$ cat src/rtl/scratch_pad_bank.sv
// Parametrised OPB scratch-pad register bank: byte-enable writes, registered reads, lock and error pulse.
// Optional accepted-write counter is built when SCRATCH_PAD_WR_CNT_EN is defined.
module scratch_pad_bank #(
   parameter int unsigned NUM_REGS = 4,
   parameter int unsigned DATA_W   = 32,
   parameter int unsigned ADDR_W   = 8,
   parameter logic [31:0] RST_EVEN = 32'h55AA_55AA,
   parameter logic [31:0] RST_ODD  = 32'hAA55_AA55
) (
   input  logic                  OPB_CLK,
   input  logic                  OPB_RST,
   input  logic [ADDR_W-1:0]     SP_ADDR,
   input  logic [DATA_W-1:0]     SP_DI,
   input  logic [DATA_W/8-1:0]   SP_BE,
   input  logic                  SP_WE,
   input  logic                  SP_RE,
   input  logic                  SP_LOCK,
   output logic [DATA_W-1:0]     SP_DO,
   output logic                  SP_DO_VLD,
   output logic                  SP_ERR,
   output logic [15:0]           SP_WR_CNT
);

   localparam int unsigned IDX_W = (NUM_REGS > 1) ? $clog2(NUM_REGS) : 1;
   localparam logic [DATA_W-1:0] EVEN_VAL = DATA_W'(RST_EVEN);
   localparam logic [DATA_W-1:0] ODD_VAL  = DATA_W'(RST_ODD);

   logic [DATA_W-1:0] regs_q [NUM_REGS];
   logic [DATA_W-1:0] regs_d [NUM_REGS];
   logic [DATA_W-1:0] do_q, do_d;
   logic              vld_q, vld_d;
   logic              err_q, err_d;

   logic              addr_ok;
   logic [IDX_W-1:0]  idx;
   logic              wr_acc;
   logic [DATA_W-1:0] be_mask;

   assign addr_ok = ({1'b0, SP_ADDR} < (ADDR_W+1)'(NUM_REGS));
   assign idx     = IDX_W'(SP_ADDR);
   assign wr_acc  = SP_WE && addr_ok && !SP_LOCK;

   always_comb begin
      be_mask = '0;
      for (int unsigned k = 0; k < DATA_W/8; k++) begin
         be_mask[k*8 +: 8] = {8{SP_BE[k]}};
      end
   end

   // Read data is taken from the current (pre-write) contents, giving read-before-write on a collision.
   always_comb begin
      for (int unsigned i = 0; i < NUM_REGS; i++) begin
         regs_d[i] = regs_q[i];
      end
      if (wr_acc) begin
         regs_d[idx] = (regs_q[idx] & ~be_mask) | (SP_DI & be_mask);
      end
      do_d  = do_q;
      vld_d = 1'b0;
      if (SP_RE) begin
         do_d  = addr_ok ? regs_q[idx] : '0;
         vld_d = 1'b1;
      end
      err_d = (SP_WE && (!addr_ok || SP_LOCK)) || (SP_RE && !addr_ok);
   end

   always_ff @(posedge OPB_CLK) begin
      if (OPB_RST) begin
         for (int unsigned i = 0; i < NUM_REGS; i++) begin
            regs_q[i] <= (i % 2 == 0) ? EVEN_VAL : ODD_VAL;
         end
         do_q  <= '0;
         vld_q <= 1'b0;
         err_q <= 1'b0;
      end else begin
         for (int unsigned i = 0; i < NUM_REGS; i++) begin
            regs_q[i] <= regs_d[i];
         end
         do_q  <= do_d;
         vld_q <= vld_d;
         err_q <= err_d;
      end
   end

   assign SP_DO     = do_q;
   assign SP_DO_VLD = vld_q;
   assign SP_ERR    = err_q;

`ifdef SCRATCH_PAD_WR_CNT_EN
   logic [15:0] cnt_q, cnt_d;

   always_comb begin
      cnt_d = cnt_q;
      if (wr_acc && (cnt_q != 16'hFFFF)) begin
         cnt_d = cnt_q + 16'd1;
      end
   end

   always_ff @(posedge OPB_CLK) begin
      if (OPB_RST) begin
         cnt_q <= '0;
      end else begin
         cnt_q <= cnt_d;
      end
   end

   assign SP_WR_CNT = cnt_q;
`else
   assign SP_WR_CNT = '0;
`endif

endmodule

$ cat config.mk
export PLATFORM = sky130hd
export DESIGN_NAME = scratch_pad_bank
export DESIGN_NICKNAME = d
export VERILOG_FILES = /design/src/rtl/scratch_pad_bank.sv
export SDC_FILE = /design/constraint.sdc
export NUM_CORES = 1
export LEC_CHECK = 0
export BUFFER_PORTS_ARGS = -buffer_cell sky130_fd_sc_hd__buf_4
export CORE_MARGIN = 2
export CORE_UTILIZATION = 25
export CTS_CLUSTER_DIAMETER = 40
export DETAILED_ROUTE_END_ITERATION = 7
export HOLD_SLACK_MARGIN = 0.15
export SYNTH_ARGS = -nofsm -noshare
export SYNTH_HDL_FRONTEND = slang
export SYNTH_SLANG_ARGS = --single-unit
$ cat constraint.sdc
create_clock -name OPB_CLK -period 2.4 [get_ports OPB_CLK]
set_input_delay 0.24 -clock OPB_CLK [delete_from_list [all_inputs] [get_ports OPB_CLK]]
set_output_delay 0.24 -clock OPB_CLK [all_outputs]
set_load 0.05 [all_outputs]
==> out/qor.yml, run 1 <==
place:
  dpl_worst_slack_ns: 0.278
  gp_congestion: 0.747
  hpwlAfterDp_mm: 13.7
  dpl_cell_area_um2: 8180
  portBuffers: 82
min_path:
  worstHoldStart: "SP_DI[13]"
  hp-class: "input port to flop"
floorplan:
  core_area_um2: 27900
  rows: 61
  die_w_um: 173
  dieArea_um2: 29800
  floorplan.initialDensity_pct: 25.5
  die_height_um: 173
  ios: 99
worst_setup_path:
  worstSetupEndpointType: "flop"
  start_kind: "input port"
  path_class: "input port to flop"
  worstReg2RegStart: "regs_q[3][2]$_SDFFE_PP1P_"
  cp_max_fo: 5
  crit_path_start: "SP_ADDR[6]"
  arrival_ns: 2.07
  critPathRequiredTime_ns: 2.72
clock_tree:
  cts_htree_levels: 4
  path_clk_slew_ns: 0.06
  clock-root-buffer: "clkbuf_16"
  post_cts_buffers: 0
  cts_tree: "built"
  cts_resized: 0
  numCtsBuffers: 17
  clock-sinks: 162
  ctsLongestPathBuffers: 2
  clock_latency_ns: 0.43
status:
  status: "completed"
logic_synthesis:
  ys_ff_latch: 162
  ys.flop_type: "dfxtp_1"
  synth_area_um2: 7110
  async_reset_ff_share_pct: 0
  synth_commonest_cells: "191 x nand2_1, 162 x dfxtp_1, 107 x a21oi_1"
  seq_area_frac_synth_pct: 45.6
  synth.distinct_cells: 36
  synth_cells: 861
  synth_edf_count: 0
  syn_area_per_cell_um2: 8.25
  synth_area_leaders: "dfxtp_1 46%, nand2_1 10%, mux2i_1 9.0%"
  yosysTopAreaCellShare_pct: 45.6
  yosysWarnings: 0
  synth_most_common_cell: "nand2_1"
  yosysTopAreaCell: "dfxtp_1"
power_and_ir_drop:
  max-vdd-ir-drop_mv: 0.383
  powerDensity_nw_per_um2: 667
  leakagePower_nw: 3.35
cells_and_area:
  drive_gt1_share_pct: 16.2
  final_util_pct: 31.5
  area_delta_synth_final_pct: 23.5
  layout.nets: 975
  antenna_cells: 0
  fin_area_um2: 8780
timing:
  finalClockSkew_ns: 0.0125
  period_needed_ns: 1.75
  grt_setup_unrepaired: "no"
  maxSlewHeadroom_pct: 46.2
  fin_crit_sh_pct: 72.9
  finalSetupViolations: 0
  tns_ns: 0
  worst_pin_slew_ns: 0.807
  hold_violations: 0
  clock.fmax_mhz: 572
  final.setup.worst_slack_ns: 0.651
  slew_viol_final: 0
  fin_hold_ws_ns: 0.233
drt:
  num_vias: 6352
  ant_nets: 0
  postRouteWirelength_mm: 20.9
  post-route-drc-count: 0
  drt_first_pass_iters: 5
  wl_per_cell_um: 15.8
  first_iter_violations: 492
  vias_per_cell: 4.82
global_routing:
  antenna_found_initial: 0
  grt_pass1_vias: 5994
  grt_max_degree: 75
  grt_pass1_wl_mm: 33.1
  grt_use_total_pct: 13.9
  globalRouteOverflowTotal: 0
job:
  maxCapViolCount: 0
[where the power goes]
group / switching [W] / leakage [nW] / internal (W)
clock: 0.00112 / 0.267 / 0.00155
sequential: 0.00000262 / 1.31 / 0.00269
combinational: 0.000323 / 1.78 / 0.000164
total: 0.00144 / 3.35 / 0.00441
[sequential cells by signal, indices dropped and copies added (netlist names)]
name	cells
SP_ERR	1
SP_DO_VLD	1
SP_DO	32
regs_q	128
[final timing paths]
path	to	slack, ns	cells past startpoint
setup reg to reg	regs_q[0][2]$_SDFFE_PP0P_	1.20	4
hold / removal	regs_q[1][13]$_SDFFE_PP1P_	0.23	3
hold reg to reg	regs_q[0][31]$_SDFFE_PP0P_	0.45	2
setup / recovery	SP_ERR$_SDFF_PP0_	0.65	6
[worst max-delay path: stages]
cell and delay [ns]:
buf_4 0.11, or4_4 0.58, or3_1 0.34, o21ai_0 0.16, a21oi_1 0.08, dlygate4sd3_1 0.55
[cell families (layout without fill, tap and decap cells)]
logic type | after synthesis | after routing | synth area share (%)
other | 1 | 16 | 0.0528
AO/OA/AOI/OAI | 269 | 269 | 22.8
AND/OR/NAND/NOR | 272 | 272 | 16.0
flip-flops | 162 | 162 | 45.6
multiplexers | 64 | 64 | 9.01
buffers and inverters | 93 | 156 | 6.46
[cell usage in the layout (no fill, tap or decap), types with 3 or more instances in the layout]
cell        synthesis  final
a32oi_1            32     32
nand2_1           191    191
a22oi_1            11     11
a21oi_1           107    107
o21ai_1            14     14
clkinv_2            0      3
inv_1               4      4
o21ai_0            64     64
nor2_1             56     56
dfxtp_1           162    162
clkinvlp_4          0      6
a2bb2oi_1          21     21
buf_4              16    108
buf_12              0      8
conb_1              1     16
nand3b_1            4      4
nor2b_1             4      4
clkbuf_16           0     17
a211oi_1           18     18
mux2i_1            64     64
nand4_1             3      3
[metrics by stage]
stage / power (W) / cells
detailed placement: 0.00324 / 1283
global route: 0.00606 / 1317
finish: 0.00585 / 1317
CTS: 0.00591 / 1317
floorplan: 0.00307 / 876
global placement: 0.00324 / 1283
[layout make-up]
class / instances / area (um2)
inverters: 6 / 22.5
clock buffers: 19 / 443
repair buffers: 118 / 991
multi-input cells: 621 / 3470
fillers: 2966 / 19100
clock inverters: 13 / 138
flip-flops and latches: 162 / 3240
well taps: 378 / 473
[timing repair]
action / in CTS / in global routing
hold buffers: 2 / 0
setup endpoints to repair: 0 / 0
endpoints found under the hold margin: 1 / 0
[metal layers]
metal  up-vias  track usage (%)  wire [um]
li1       3134                -          -
met1      3036             19.3      10100
met2       164             21.5       9540
met3        18             2.81        998
met4         0             4.27        226
met5         -                0          0
Power figures use the tool's default switching activity.
==> run 2, diff against run 1 <==
==> constraint.sdc (replaced) <==
create_clock -name OPB_CLK -period 1.6 [get_ports OPB_CLK]
set_input_delay 0.16 -clock OPB_CLK [delete_from_list [all_inputs] [get_ports OPB_CLK]]
set_output_delay 0.16 -clock OPB_CLK [all_outputs]
set_load 0.05 [all_outputs]
==> run 2 against run 1 <==
Clock skew fell by 0.0036 ns; first-iteration DRC count rose by 15%; critical endpoint is now regs_q[1][0]$_SDFFE_PP1P_; highest routed layer unchanged; clock-buffer cell count rose by 4; critical path depth did not move; hold slack got worse by 0.071 ns; worst setup slack got worse by 0.52 ns; combinational power rose by 68%; via count rose by 1.2%; cell area rose by 5.4%; sequential share of layout area fell by 1.9 points.
==> out/qor.yml, run 2 (synthesis gave the netlist of run 1 again) <==
status:
  status: "completed"
worst_setup_path:
  worstReg2RegStart: "regs_q[1][18]$_SDFFE_PP1P_"
  cp_max_fo: 16
  slowest_delay_ns: 0.57
  critPathRequiredTime_ns: 1.91
  worstSetupEndpointType: "flop"
  start_kind: "input port"
  cp_cell_sequence: "buf_4 -> or4b_4 -> or4_4 -> buf_12 -> a21oi_1 -> o21ai_1"
  path_class: "input port to flop"
  cp_top_family: "simple AND/OR/NAND/NOR gates"
  slowest_stage: "or4b_4"
  arrival_ns: 1.78
  crit_path_start: "SP_LOCK"
  crit_buf_inv: 2
clock_tree:
  ctsLongestPathBuffers: 2
  post_cts_buffers: 0
  clock-root-buffer: "clkbuf_16"
  path_clk_slew_ns: 0.06
  cts_tree: "built"
  clock-sinks: 162
  clock_latency_ns: 0.43
  numCtsBuffers: 17
  cts_htree_levels: 4
cells_and_area:
  drive_gt1_share_pct: 19.6
  seq_area_um2: 3240
  largest_register: "regs_q"
  largest_reg_flops: 128
  final_cells: 1357
  final_cell_mix: "191 x nand2_1, 162 x dfxtp_1, 131 x buf_4"
  antenna_cells: 0
  multiInputGateArea_um2: 3530
  final_util_pct: 33.2
  layout.nets: 1018
  final_common_cell: "nand2_1"
  fill_cells: 2919
  area_delta_synth_final_pct: 30.2
power_and_ir_drop:
  combPwrFrac_pct: 9.3
  swShare_pct: 23.7
  power_frac_seq_pct: 46.1
  power_w: 0.00877
  leakagePower_nw: 3.59
  intPower_w: 0.00670
  p_clk_share_pct: 44.6
  p_switching_w: 0.00208
  powerDensity_nw_per_um2: 948
  max-vdd-ir-drop_mv: 0.653
place:
  portBuffers: 82
  hpwlAfterDp_mm: 14.5
  gp_congestion: 0.760
  dpl_worst_slack_ns: -0.295
  dpl.cell_count: 1313
job:
  maxCapViolCount: 0
global_routing:
  globalRouteOverflowTotal: 0
  grt_pass1_wl_mm: 34.0
  grt_use_total_pct: 14.4
  grt_max_degree: 45
  grt_pass1_vias: 6065
  antenna_found_initial: 0
timing:
  maxSlewHeadroom_pct: 60.9
  period_needed_ns: 1.47
  finalClockSkew_ns: 0.00891
  worst_pin_slew_ns: 0.585
  fin_hold_ws_ns: 0.163
  finalSetupViolations: 0
  final.setup.worst_slack_ns: 0.133
  fin_crit_sh_pct: 91.7
  hold_violations: 0
  grt_setup_unrepaired: "no"
  slew_viol_final: 0
  clock.fmax_mhz: 682
min_path:
  hp-class: "input port to flop"
  worstHoldStart: "SP_DI[8]"
drt:
  vias_per_cell: 4.74
  postRouteWirelength_mm: 21.4
  wl_per_cell_um: 15.8
  first_iter_violations: 564
  num_vias: 6429
  post-route-drc-count: 0
  drt_first_pass_iters: 5
  ant_nets: 0
floorplan:
  core_area_um2: 27900
  die_w_um: 173
  floorplan.initialDensity_pct: 25.5
  rows: 61
  die_height_um: 173
  ios: 99
  dieArea_um2: 29800
run 2: cell types whose count changed in the layout (fill, tap and decap cells not counted), moves of 2 or more:
cell | previous run | this run
dlygate4sd3_1 | 2 | 15
clkinv_4 | 2 | 0
clkbuf_1 | 1 | 4
o21ai_1 | 14 | 16
o21ai_0 | 64 | 62
buf_4 | 108 | 131
buf_12 | 8 | 15
a21oi_1 | 107 | 93
clkinvlp_4 | 6 | 1
a21oi_2 | 0 | 14
run 2: routing by layer:
| metal | up-vias | GRT usage (%) | routed length, um |
|---|---|---|---|
| met5 | - | 0 | 0 |
| met3 | 17 | 2.99 | 1040 |
| met1 | 3031 | 20.4 | 10500 |
| met4 | 0 | 3.77 | 256 |
| li1 | 3214 | - | - |
| met2 | 167 | 22.2 | 9600 |
run 2: final timing paths:
path,end,slack (ns),depth (start not counted)
hold reg to reg,regs_q[3][7]$_SDFFE_PP0P_,0.45,2
setup / recovery,regs_q[1][0]$_SDFFE_PP1P_,0.13,6
setup reg to reg,regs_q[0][18]$_SDFFE_PP0P_,0.38,4
hold / removal,regs_q[1][8]$_SDFFE_PP0P_,0.16,4
run 2: metrics by stage:
step / setup TNS, ns / instance area [um2]
final: 0 / 9260
after detailed placement: -23.52 / 8550
after global routing: 0 / 9260
after global placement: -21.06 / 8550
after floorplan: -3.94 / 7230
after CTS: 0 / 9260
run 2: power groups by stage:
| stage | combinational, W | clock, W | sequential (W) |
|---|---|---|---|
| global placement | 0.000786 | 0 | 0.00414 |
| floorplan | 0.000454 | 0 | 0.00415 |
| detailed placement | 0.000786 | 0 | 0.00414 |
| global route | 0.000879 | 0.00416 | 0.00404 |
| CTS | 0.000819 | 0.00401 | 0.00405 |
| finish | 0.000817 | 0.00391 | 0.00405 |
run 2: area by class of cell:
class	count	share of cell area [%]
repair buffers	161	15.5
well taps	378	5.11
clock inverters	6	0.892
multi-input cells	621	38.2
clock buffers	23	5.06
inverters	6	0.243
flip-flops and latches	162	35.0
run 2: tightest hold or removal path: stages:
cell       delay, ns
buf_4           0.11
a2bb2oi_1       0.15
nand2_1         0.06
a21oi_1         0.06
run 2: what timing repair did:
| action | in CTS | in global routing |
|---|---|---|
| gates resized for setup | 0 | 0 |
| hold buffers | 15 | 0 |
| hold endpoints to repair | 17 | 0 |
==> run 3, diff against run 2 <==
==> constraint.sdc (replaced) <==
create_clock -name OPB_CLK -period 1.8 [get_ports OPB_CLK]
set_input_delay 0.36 -clock OPB_CLK [delete_from_list [all_inputs] [get_ports OPB_CLK]]
set_output_delay 0.36 -clock OPB_CLK [all_outputs]
set_load 0.05 [all_outputs]
==> run 3 against run 2 <==
Register-to-register slack better by 0.18 ns; critical path depth unchanged; hold slack better by 0.043 ns; flip-flop and latch count unchanged; worst setup slack worse by 0.0056 ns; die area unchanged; wire length up 0.51%; utilization down 0.25 points; clock-buffer cell count unchanged; clock skew up 0.00087 ns; largest cell class unchanged.
==> out/qor.yml, run 3 (synthesis gave the netlist of run 1 again) <==
status:
  status: "completed"
global_routing:
  grt_pass1_wl_mm: 33.5
  antenna_found_initial: 0
  grt_use_total_pct: 14.2
  grt_pass1_vias: 5952
  globalRouteOverflowTotal: 0
  grt_max_degree: 45
timing:
  finalSetupViolations: 0
  tns_ns: 0
  worst_pin_slew_ns: 0.589
  clock.fmax_mhz: 598
  fin_crit_sh_pct: 92.9
  grt_setup_unrepaired: "no"
  maxSlewHeadroom_pct: 60.7
  slew_viol_final: 0
  hold_violations: 0
  finalClockSkew_ns: 0.00978
  period_needed_ns: 1.67
  fin_hold_ws_ns: 0.205
power_and_ir_drop:
  max-vdd-ir-drop_mv: 0.605
  powerDensity_nw_per_um2: 889
  power_w: 0.00816
  leakagePower_nw: 3.56
drt:
  vias_per_cell: 4.75
  num_vias: 6388
  wl_met1_mm: 10.6
  post-route-drc-count: 0
  top_layer: "met4"
  wl_per_cell_um: 16.0
  ant_nets: 0
  route.met2.wl_mm: 9.73
  postRouteWirelength_mm: 21.5
  drt_first_pass_iters: 5
  first_iter_violations: 519
  met3_length_mm: 1.10
clock_tree:
  ctsLongestPathBuffers: 2
  cts_tree: "built"
  clock_latency_ns: 0.43
  clock-root-buffer: "clkbuf_16"
  numCtsBuffers: 17
  path_clk_slew_ns: 0.06
  cts_htree_levels: 4
  cts_resized: 0
  clock-sinks: 162
  post_cts_buffers: 0
  ctsHoldBuffers: 0
cells_and_area:
  final_cell_mix: "191 x nand2_1, 162 x dfxtp_1, 131 x buf_4"
  drive_gt1_share_pct: 20.5
  layout.nets: 1003
  largest_register: "regs_q"
  largest_reg_flops: 128
  fill_cells: 2919
  seq_area_um2: 3240
  multiInputGateArea_um2: 3530
  antenna_cells: 0
  final_util_pct: 33.0
  area_delta_synth_final_pct: 29.3
  final_common_cell: "nand2_1"
job:
  maxCapViolCount: 0
worst_setup_path:
  start_kind: "input port"
  critPathRequiredTime_ns: 2.09
  cp_max_fo: 16
  arrival_ns: 1.96
  worstSetupEndpointType: "flop"
  path_class: "input port to flop"
place:
  portBuffers: 82
  hpwlAfterDp_mm: 14.5
  gp_congestion: 0.761
floorplan:
  die_w_um: 173
  die_height_um: 173
  rows: 61
  core_area_um2: 27900
  dieArea_um2: 29800
  ios: 99
  floorplan.initialDensity_pct: 25.5
min_path:
  hp-class: "input port to flop"
[run 3: cell count changes in the layout (fill, tap and decap cells not counted)]
cell / previous run / this run
clkbuf_8: 2 / 6
bufinv_16: 2 / 3
clkinvlp_4: 1 / 2
dlygate4sd3_1: 15 / 0
clkinv_4: 0 / 1
clkbuf_1: 4 / 0
clkinv_2: 3 / 2
[run 3: final timing paths]
path / cells past startpoint / end / slack (ns) / start
min reg2reg: 2 / regs_q[3][30]$_SDFFE_PP0P_ / 0.45 / regs_q[3][30]$_SDFFE_PP0P_
max: 6 / regs_q[1][4]$_SDFFE_PP1P_ / 0.13 / SP_LOCK
max reg2reg: 4 / regs_q[0][18]$_SDFFE_PP0P_ / 0.56 / regs_q[1][18]$_SDFFE_PP1P_
min: 3 / SP_ERR$_SDFF_PP0_ / 0.21 / SP_RE
[run 3: metal layers]
| layer | up-vias | GRT usage, % |
|---|---|---|
| met2 | 176 | 22.3 |
| met3 | 8 | 3.50 |
| met1 | 3026 | 19.9 |
| met4 | 0 | 2.60 |
| met5 | - | 0 |
| li1 | 3178 | - |
[run 3: power breakdown]
group          switching (W)  internal, W
Sequential        0.00000359      0.00359
Clock                0.00147      0.00240
Combinational       0.000445     0.000256
[run 3: area by class of cell]
cell class | count | share of cell area (%)
Multi-Input combinational cell | 621 | 38.5
Clock inverter | 8 | 1.35
Clock buffer | 23 | 5.53
Inverter | 6 | 0.245
Sequential cell | 162 | 35.3
Timing Repair Buffer | 146 | 14.0
Tap cell | 378 | 5.15
[run 3: worst max-delay path, stage by stage]
cell     delay (ns)
buf_4          0.12
or4b_4         0.57
or4_4          0.53
buf_12         0.18
a21oi_2        0.12
o21ai_1        0.08
[run 3: metrics by stage]
| stage | instance area (um2) | setup WS (ns) | std cells |
|---|---|---|---|
| 2_1_floorplan | 7230 | -0.154 | 876 |
| 3_3_place_gp | 8550 | -0.313 | 1313 |
| 3_5_place_dp | 8550 | -0.294 | 1313 |
| 4_1_cts | 9190 | 0.145 | 1344 |
| 5_1_grt | 9190 | 0.108 | 1344 |
| 6_report | 9190 | 0.128 | 1344 |
